==> src/rtl/mem_ctrl_pkg.sv <==
// Shared types and widths for the unified fetch/data memory port controller.
package mem_ctrl_pkg;

    localparam int ADDR_W = 16;
    localparam int DATA_W = 16;

    typedef enum logic [1:0] {
        IDLE = 2'd0,
        DREQ = 2'd1,
        IREQ = 2'd2
    } state_t;

    // Counter increment that sticks at all-ones instead of wrapping.
    function automatic logic [DATA_W-1:0] sat_inc(input logic [DATA_W-1:0] v);
        return (v == {DATA_W{1'b1}}) ? v : v + {{(DATA_W-1){1'b0}}, 1'b1};
    endfunction

endpackage

==> src/rtl/ifetch_buf.sv <==
// One-entry instruction buffer: hit compare, fill from memory, invalidate on
// a matching store.
module ifetch_buf
    import mem_ctrl_pkg::*;
(
    input  logic              clk,
    input  logic              rst,
    input  logic              i_re,
    input  logic [ADDR_W-1:0] i_addr,
    input  logic              i_fill,
    input  logic [ADDR_W-1:0] i_fill_addr,
    input  logic [DATA_W-1:0] i_fill_data,
    input  logic              i_inval,
    input  logic [ADDR_W-1:0] i_inval_addr,
    output logic              o_hit,
    output logic [DATA_W-1:0] o_data
);

    logic              r_valid;
    logic [ADDR_W-1:0] r_addr;
    logic [DATA_W-1:0] r_data;

    // A store that overwrites the buffered word kills the entry.
    always_ff @(posedge clk or posedge rst) begin
        if (rst) begin
            r_valid <= 1'b0;
            r_addr  <= '0;
            r_data  <= '0;
        end else if (i_inval && (i_inval_addr == r_addr)) begin
            r_valid <= 1'b0;
        end else if (i_fill) begin
            r_valid <= 1'b1;
            r_addr  <= i_fill_addr;
            r_data  <= i_fill_data;
        end
    end

    assign o_hit  = i_re & r_valid & (r_addr == i_addr);
    assign o_data = o_hit ? r_data : '0;

endmodule

==> src/rtl/mem_port_ctrl.sv <==
// Arbitrates pipeline fetch and load/store traffic onto one single-ported,
// variable-latency backing memory, freezing the pipeline while it waits.
module mem_port_ctrl
    import mem_ctrl_pkg::*;
(
    input  logic              clk,
    input  logic              rst,
    input  logic [ADDR_W-1:0] i_addr,
    input  logic              i_re,
    output logic [DATA_W-1:0] instr,
    input  logic [ADDR_W-1:0] d_addr,
    input  logic              d_re,
    input  logic              d_we,
    input  logic [DATA_W-1:0] d_wdata,
    output logic [DATA_W-1:0] rd_data,
    output logic              freeze,
    output logic              m_req,
    output logic              m_we,
    output logic [ADDR_W-1:0] m_addr,
    output logic [DATA_W-1:0] m_wdata,
    input  logic [DATA_W-1:0] m_rdata,
    input  logic              m_ack,
    output logic [DATA_W-1:0] stall_cnt
);

    state_t            r_state;
    state_t            w_next;
    logic              r_m_req;
    logic              r_m_we;
    logic [ADDR_W-1:0] r_m_addr;
    logic [DATA_W-1:0] r_m_wdata;
    logic              r_d_done;
    logic [DATA_W-1:0] r_rd_data;
    logic [DATA_W-1:0] r_stall_cnt;
    logic              w_ihit;
    logic              w_dpend;
    logic              w_imiss;
    logic              w_freeze;
    logic              w_fill;
    logic              w_inval;

    assign w_dpend  = (d_re | d_we) & ~r_d_done;
    assign w_imiss  = i_re & ~w_ihit;
    assign w_freeze = w_imiss | w_dpend;
    assign w_fill   = (r_state == IREQ) & m_ack;
    assign w_inval  = (r_state == DREQ) & m_ack & r_m_we;

    ifetch_buf u_ibuf (
        .clk          (clk),
        .rst          (rst),
        .i_re         (i_re),
        .i_addr       (i_addr),
        .i_fill       (w_fill),
        .i_fill_addr  (r_m_addr),
        .i_fill_data  (m_rdata),
        .i_inval      (w_inval),
        .i_inval_addr (r_m_addr),
        .o_hit        (w_ihit),
        .o_data       (instr)
    );

    always_ff @(posedge clk or posedge rst) begin
        if (rst) begin
            r_state <= IDLE;
        end else begin
            r_state <= w_next;
        end
    end

    // Data side wins arbitration so a load/store is never starved by fetches.
    always_comb begin
        w_next = r_state;
        case (r_state)
            IDLE: begin
                if (w_dpend) begin
                    w_next = DREQ;
                end else if (w_imiss) begin
                    w_next = IREQ;
                end
            end
            DREQ, IREQ: begin
                if (m_ack) begin
                    w_next = IDLE;
                end
            end
            default: w_next = IDLE;
        endcase
    end

    always_ff @(posedge clk or posedge rst) begin
        if (rst) begin
            r_m_req   <= 1'b0;
            r_m_we    <= 1'b0;
            r_m_addr  <= '0;
            r_m_wdata <= '0;
        end else if (r_state == IDLE) begin
            if (w_dpend) begin
                r_m_req   <= 1'b1;
                r_m_we    <= d_we;
                r_m_addr  <= d_addr;
                r_m_wdata <= d_wdata;
            end else if (w_imiss) begin
                r_m_req  <= 1'b1;
                r_m_we   <= 1'b0;
                r_m_addr <= i_addr;
            end
        end else if (m_ack) begin
            r_m_req <= 1'b0;
        end
    end

    // d_done must outlive a following fetch miss, so it only clears on release.
    always_ff @(posedge clk or posedge rst) begin
        if (rst) begin
            r_d_done    <= 1'b0;
            r_rd_data   <= '0;
            r_stall_cnt <= '0;
        end else begin
            if ((r_state == DREQ) && m_ack) begin
                r_d_done <= 1'b1;
                if (!r_m_we) begin
                    r_rd_data <= m_rdata;
                end
            end else if (!w_freeze) begin
                r_d_done <= 1'b0;
            end
            if (w_freeze) begin
                r_stall_cnt <= sat_inc(r_stall_cnt);
            end
        end
    end

    assign freeze    = w_freeze;
    assign m_req     = r_m_req;
    assign m_we      = r_m_we;
    assign m_addr    = r_m_addr;
    assign m_wdata   = r_m_wdata;
    assign rd_data   = r_rd_data;
    assign stall_cnt = r_stall_cnt;

endmodule

==> config.mk <==
export PLATFORM = sky130hd
export DESIGN_NAME = mem_port_ctrl
export DESIGN_NICKNAME = d
export VERILOG_FILES = /design/src/rtl/mem_ctrl_pkg.sv /design/src/rtl/ifetch_buf.sv /design/src/rtl/mem_port_ctrl.sv
export SDC_FILE = /design/constraint.sdc
export NUM_CORES = 1
export LEC_CHECK = 0
export ABC_AREA = 1
export CAP_MARGIN = 15
export CORE_UTILIZATION = 44
export CTS_BUF_LIST = sky130_fd_sc_hd__clkbuf_4 sky130_fd_sc_hd__clkbuf_8
export CTS_CLUSTER_SIZE = 24
export DETAILED_ROUTE_END_ITERATION = 8
export GPL_ROUTABILITY_DRIVEN = 0
export PLACE_DENSITY = 0.78
export SLEW_MARGIN = 30
export SYNTH_ARGS = -nofsm -noshare
export SYNTH_HDL_FRONTEND = slang
export SYNTH_SLANG_ARGS = --single-unit
==> constraint.sdc <==
create_clock -name clk -period 3.3 [get_ports clk]
set_input_delay 0.495 -clock clk [delete_from_list [all_inputs] [get_ports clk]]
set_output_delay 0.495 -clock clk [all_outputs]
set_load 0.01 [all_outputs]
# Yosys cells after proc, flatten, opt, wreduce, memory -nomap -nowiden
# Cells that the tools add are included.
[classes]
muxes = 17
addsub = 1
eq_ne = 8
reduce_logical = 14
bitwise_logic = 14
[op_table]
columns = ["op", "n"]
rows = [
  ["16-bit 2-to-1 mux", 3],
  ["16-bit equality test", 2],
  ["16-bit by 1-bit adder with 16-bit output, second input constant", 1],
  ["16-bit equality test, second input constant", 1],
  ["2-bit AND reduction", 7],
  ["1-bit 2-to-1 mux", 10],
  ["1-bit bitwise AND", 7],
  ["2-bit 2-to-1 mux", 3],
  ["2-bit nonzero test", 3],
  ["1-bit NOT", 5],
  ["2-bit one-hot mux with 2 select lines", 1],
  ["3-bit inequality test, second input constant", 1],
  ["2-bit by 1-bit equality test with 1-bit output, second input constant", 1],
  ["2-bit equality test, second input constant", 1],
  ["1-bit logical AND", 2],
  ["2-bit zero test", 1],
  ["2-bit by 1-bit inequality test with 1-bit output, second input constant", 1],
  ["2-bit inequality test, second input constant", 1],
  ["1-bit OR", 2],
  ["2-bit OR reduction", 1],
]
[word_totals]
regBits = 102
out_inout_bits = 83

# Logic depth before layout (Yosys ltp)
[logic_depth]
word_depth = 7
depth_mapped = 13

# By module
# Synthesis repeated with hierarchy kept, for this count alone.
[hier_totals]
cells_unflattened = 685
hier_area_um2 = 5311.3
[modules_own_cells]
columns = ["mod", "seq_area_each_um2", "area_per_inst_um2", "cells_each", "instances"]
rows = [
  ["mem_port_ctrl", 1726.7, 3306.9, 387, 1],
  ["ifetch_buf", 825.8, 2004.4, 298, 1],
]

# Least setup slack after synthesis
# No wires, ideal clock.
[synth_timing]
kind = "input -> output"
startpoint = "input i_addr[12]"
endpoint = "output instr[10]"
setup_slack_ps = 1282
arrival_time_ps = 1523
t_required_ps = 2805
path_stages = 6
cell_sequence = "xnor2_1 nand3_1 nor3b_1 nand4_1 buf_2 nor2_1"
[synth_via]
elab_chain_cells = 3
[synth_lines]
columns = ["element", "line", "text"]
rows = [
  ["start: declaration", "mem_port_ctrl.sv:8", "input logic [ADDR_W-1:0] i_addr,"],
  ["16-bit equality test", "ifetch_buf.sv:38", "assign o_hit = i_re & r_valid & (r_addr == i_addr);"],
  ["1-bit bitwise AND", "ifetch_buf.sv:38", ""],
  ["16-bit 2-to-1 mux", "ifetch_buf.sv:39", "assign o_data = o_hit ? r_data : '0;"],
  ["end: declaration", "mem_port_ctrl.sv:10", "output logic [DATA_W-1:0] instr,"],
]
# No other way between the ends.

# Worst setup path after layout
[layout_timing]
startpoint = "input i_addr[12]"
endpoint = "output instr[11]"
# The elaborated chain is that of the path after synthesis.

==> metrics.txt <==
outcome completed; Reg clk slew, reported paths 0.09 ns; CP peak stage delay 0.55 ns; Yosys warnings 0; Worst setup EP type primary output; setup violators final 0; final net count 886; Initial DRC Count 425; hpwl dp 9791 um; routed vias 4830; post-place setup slack 0.2640 ns; initial core utilization 0.4529; worst setup skew after layout 0.01214 ns; CP arrival 2.57 ns; WL/cell 14.09 um; all-layer global routing usage 0.2344; switching share of power 0.3826; Seq cells post-synth 102; Clk Latency, worst-skew pair 0.39 ns; core area 11470 sq um; Die X 110.6 um; drt total wl 13520 um; crit-path leading delay family buffers and inverters; RSZ-0062 raised after global routing no; Sink Count 102; leakage 0.003368 uW; worst endpoint required time 2.80 ns; GRT overflow 0; Vias per Instance 5.031; crit path time final 3.067 ns; Area growth syn-to-layout 35.77%; power share of the clock group 0.171; first-pass GRT wire length 23060 um; hold_buf cts 0; crit start category input pin; CTS resizes 0; pwr dens 798.5 nW/um^2; final worst slack 0.2333 ns; Bufs and invs on worst path 3; Post-CTS Setup Inserts 0; path type of the worst setup path in2out; I/O pins 153; sequential share of the synthesized area 0.4914; Max Buffers Root-to-Sink 2; vias in the first global route 4923; Seq pwr share 0.397; cell chain of the critical path clkdlybuf4s50_1, xnor2_1, nand3_1, nor3b_1, nand4_1, buf_4, nor2_1, clkdlybuf4s50_1; P_sw 2155 uW; final cycle utilization of the critical path 0.9293; CTS tree built; H-tree levels 3; first drt pass iteration count 5; Mapped Area 5194 sq um; logic gate share of total power 0.432; row cnt 39; Mapped Avg Cell Area 7.798 sq um; syn_nets 740; CP dominant cell by count clkdlybuf4s50_1; # diodes 0; Fin. Hold Viols 0; Slew headroom 0.5100; Slowest cell on crit path clkdlybuf4s50_1; layout cell share with drive strength beyond 1 0.05998; Cells after Synth 666; unique cell type count in the Yosys netlist 32; maximum vdd drop 643.9 uV; fmax 0.3261 GHz; Residual DRC 0; Inserted Clock Buffers 9; Die Y 110.6 um; I/O Buffers 152; clk root buf clkbuf_8; antenna violations before repair 0; full die area 12240 sq um; internal power 3476 uW; CP max FO 16; Routed Antenna Nets 0; # Max-Cap Violations 0; largest net degree at the start of global routing 59; final max-slew violation count 0; worst slew pin tran 0.7351 ns; Min-Delay Path Class reg2reg; final setup TNS 0 ns
==> cell families after synthesis <==
| family | synth area share |
|---|---|
| AO/OA/AOI/OAI | 0.06191 |
| buffers and inverters | 0.07709 |
| AND/OR/NAND/NOR | 0.2961 |
| multiplexers | 0.02337 |
| flip-flops | 0.4914 |
| adder cells (fa/ha/maj) | 0.009637 |
| XOR/XNOR | 0.04047 |
==> worst reg2reg max path: stages (launching register included) <==
cell and delay (ns):
dfrtp_1 0.44, ha_1 0.21, nand3_1 0.16, nor3_2 0.25, nand2_1 0.13, nor2_1 0.13, nand3_2 0.26, nand2_2 0.39
o21ai_0 0.12
==> placed cells by master (no fill, tap or decap), types with 2 or more instances in the layout <==
| cell type | Yosys | routed |
|---|---|---|
| buf_4 | 3 | 7 |
| bufinv_16 | 0 | 3 |
| clkbuf_8 | 0 | 9 |
| clkdlybuf4s50_1 | 0 | 152 |
| dfrtp_1 | 102 | 102 |
| ha_1 | 4 | 4 |
| inv_1 | 65 | 64 |
| inv_2 | 3 | 3 |
| mux2_2 | 9 | 9 |
| mux2i_1 | 2 | 2 |
| nand2_1 | 245 | 245 |
| nand2_2 | 4 | 4 |
| nand2_4 | 2 | 2 |
| nand3_1 | 52 | 52 |
| nand4_1 | 6 | 6 |
| nor2_1 | 46 | 46 |
| nor3_1 | 5 | 5 |
| nor3_2 | 2 | 2 |
| nor4_1 | 2 | 2 |
| o2111ai_1 | 2 | 2 |
| o21ai_0 | 52 | 52 |
| o21ai_1 | 6 | 6 |
| or2_2 | 2 | 2 |
| xnor2_1 | 11 | 11 |
| xor2_1 | 13 | 13 |
==> power by group through the flow <==
stage	Sequential (uW)	Combinational, uW	Clock [uW]
2_1_floorplan	2320	1270	0
3_3_place_gp	2220	2370	0
3_5_place_dp	2240	2450	0
4_1_cts	2230	2450	994
5_1_grt	2310	2730	1040
6_report	2240	2430	964
==> metal layers <==
| layer | track usage | share of wire |
|---|---|---|
| met1 | 0.2870 | 0.42 |
| met2 | 0.3930 | 0.48 |
| met3 | 0.06422 | 0.075 |
| met4 | 0.08978 | 0.022 |
| met5 | 0 | 0 |
==> flip-flops by register name (all words and copies together), names as in the netlist <==
name / flops
u_ibuf.r_addr: 16
m_req: 1
m_we: 1
rd_data: 16
r_d_done: 1
m_addr: 16
r_state: 2
u_ibuf.r_data: 16
u_ibuf.r_valid: 1
m_wdata: 16
stall_cnt: 16
==> path summary, 6_finish.rpt <==
path	start	end	slack [ns]	cells after the start
worst max-delay path	i_addr[12]	instr[11]	0.23	8
worst min-delay path	m_wdata[12]	m_wdata[12]	0.48	2
worst max register to register	stall_cnt[0]	stall_cnt[15]	1.10	8
worst min register to register	m_wdata[12]	m_wdata[12]	0.48	2
max in group asynchronous	rst	rd_data[14]	1.95	3
min in group asynchronous	rst	rd_data[10]	0.59	2
==> cell usage after synthesis <==
master / number / share of area
a21oi_1: 1 / 0.00096
buf_2: 8 / 0.0077
buf_4: 3 / 0.0043
buf_6: 4 / 0.0087
clkbuf_1: 9 / 0.0065
clkinv_1: 1 / 0.00072
dfrtp_1: 102 / 0.49
ha_1: 4 / 0.0096
inv_1: 65 / 0.047
inv_2: 3 / 0.0022
mux2_2: 9 / 0.020
mux2i_1: 2 / 0.0039
nand2_1: 245 / 0.18
nand2_2: 4 / 0.0048
nand2_4: 2 / 0.0043
nand3_1: 52 / 0.050
nand3_2: 1 / 0.0019
nand4_1: 6 / 0.0072
nor2_1: 46 / 0.033
nor2_2: 1 / 0.0012
nor3_1: 5 / 0.0048
nor3_2: 2 / 0.0039
nor3b_1: 1 / 0.0014
nor4_1: 2 / 0.0024
o2111ai_1: 2 / 0.0034
o21ai_0: 52 / 0.050
o21ai_1: 6 / 0.0058
o21ai_2: 1 / 0.0017
or2_1: 1 / 0.0012
or2_2: 2 / 0.0024
xnor2_1: 11 / 0.019
xor2_1: 13 / 0.022
==> per-stage QoR <==
step | utilization | hold slack, ns | cells | power, uW | instance area (sq um)
after floorplan | - | 0.4419 | 666 | 3588 | 5194
after global placement | 0.5937 | 0.4528 | 944 | 4590 | 6808
after detailed placement | 0.5937 | 0.4589 | 944 | 4693 | 6808
after CTS | 0.6149 | 0.4820 | 960 | 5681 | 7052
after global routing | 0.6149 | 0.5129 | 960 | 6069 | 7052
final | 0.6149 | 0.4757 | 960 | 5631 | 7052
==> final cells by class <==
type | count | area (sq um)
Multi-Input combinational cell | 471 | 2241
Fill cell | 1016 | 4415
Inverter | 69 | 261.5
Sequential cell | 102 | 2552
Timing Repair Buffer | 159 | 1574
Tap cell | 143 | 178.9
Clock inverter | 7 | 120.1
Clock buffer | 9 | 123.9
Note: power is estimated with default switching activity, not from simulation.
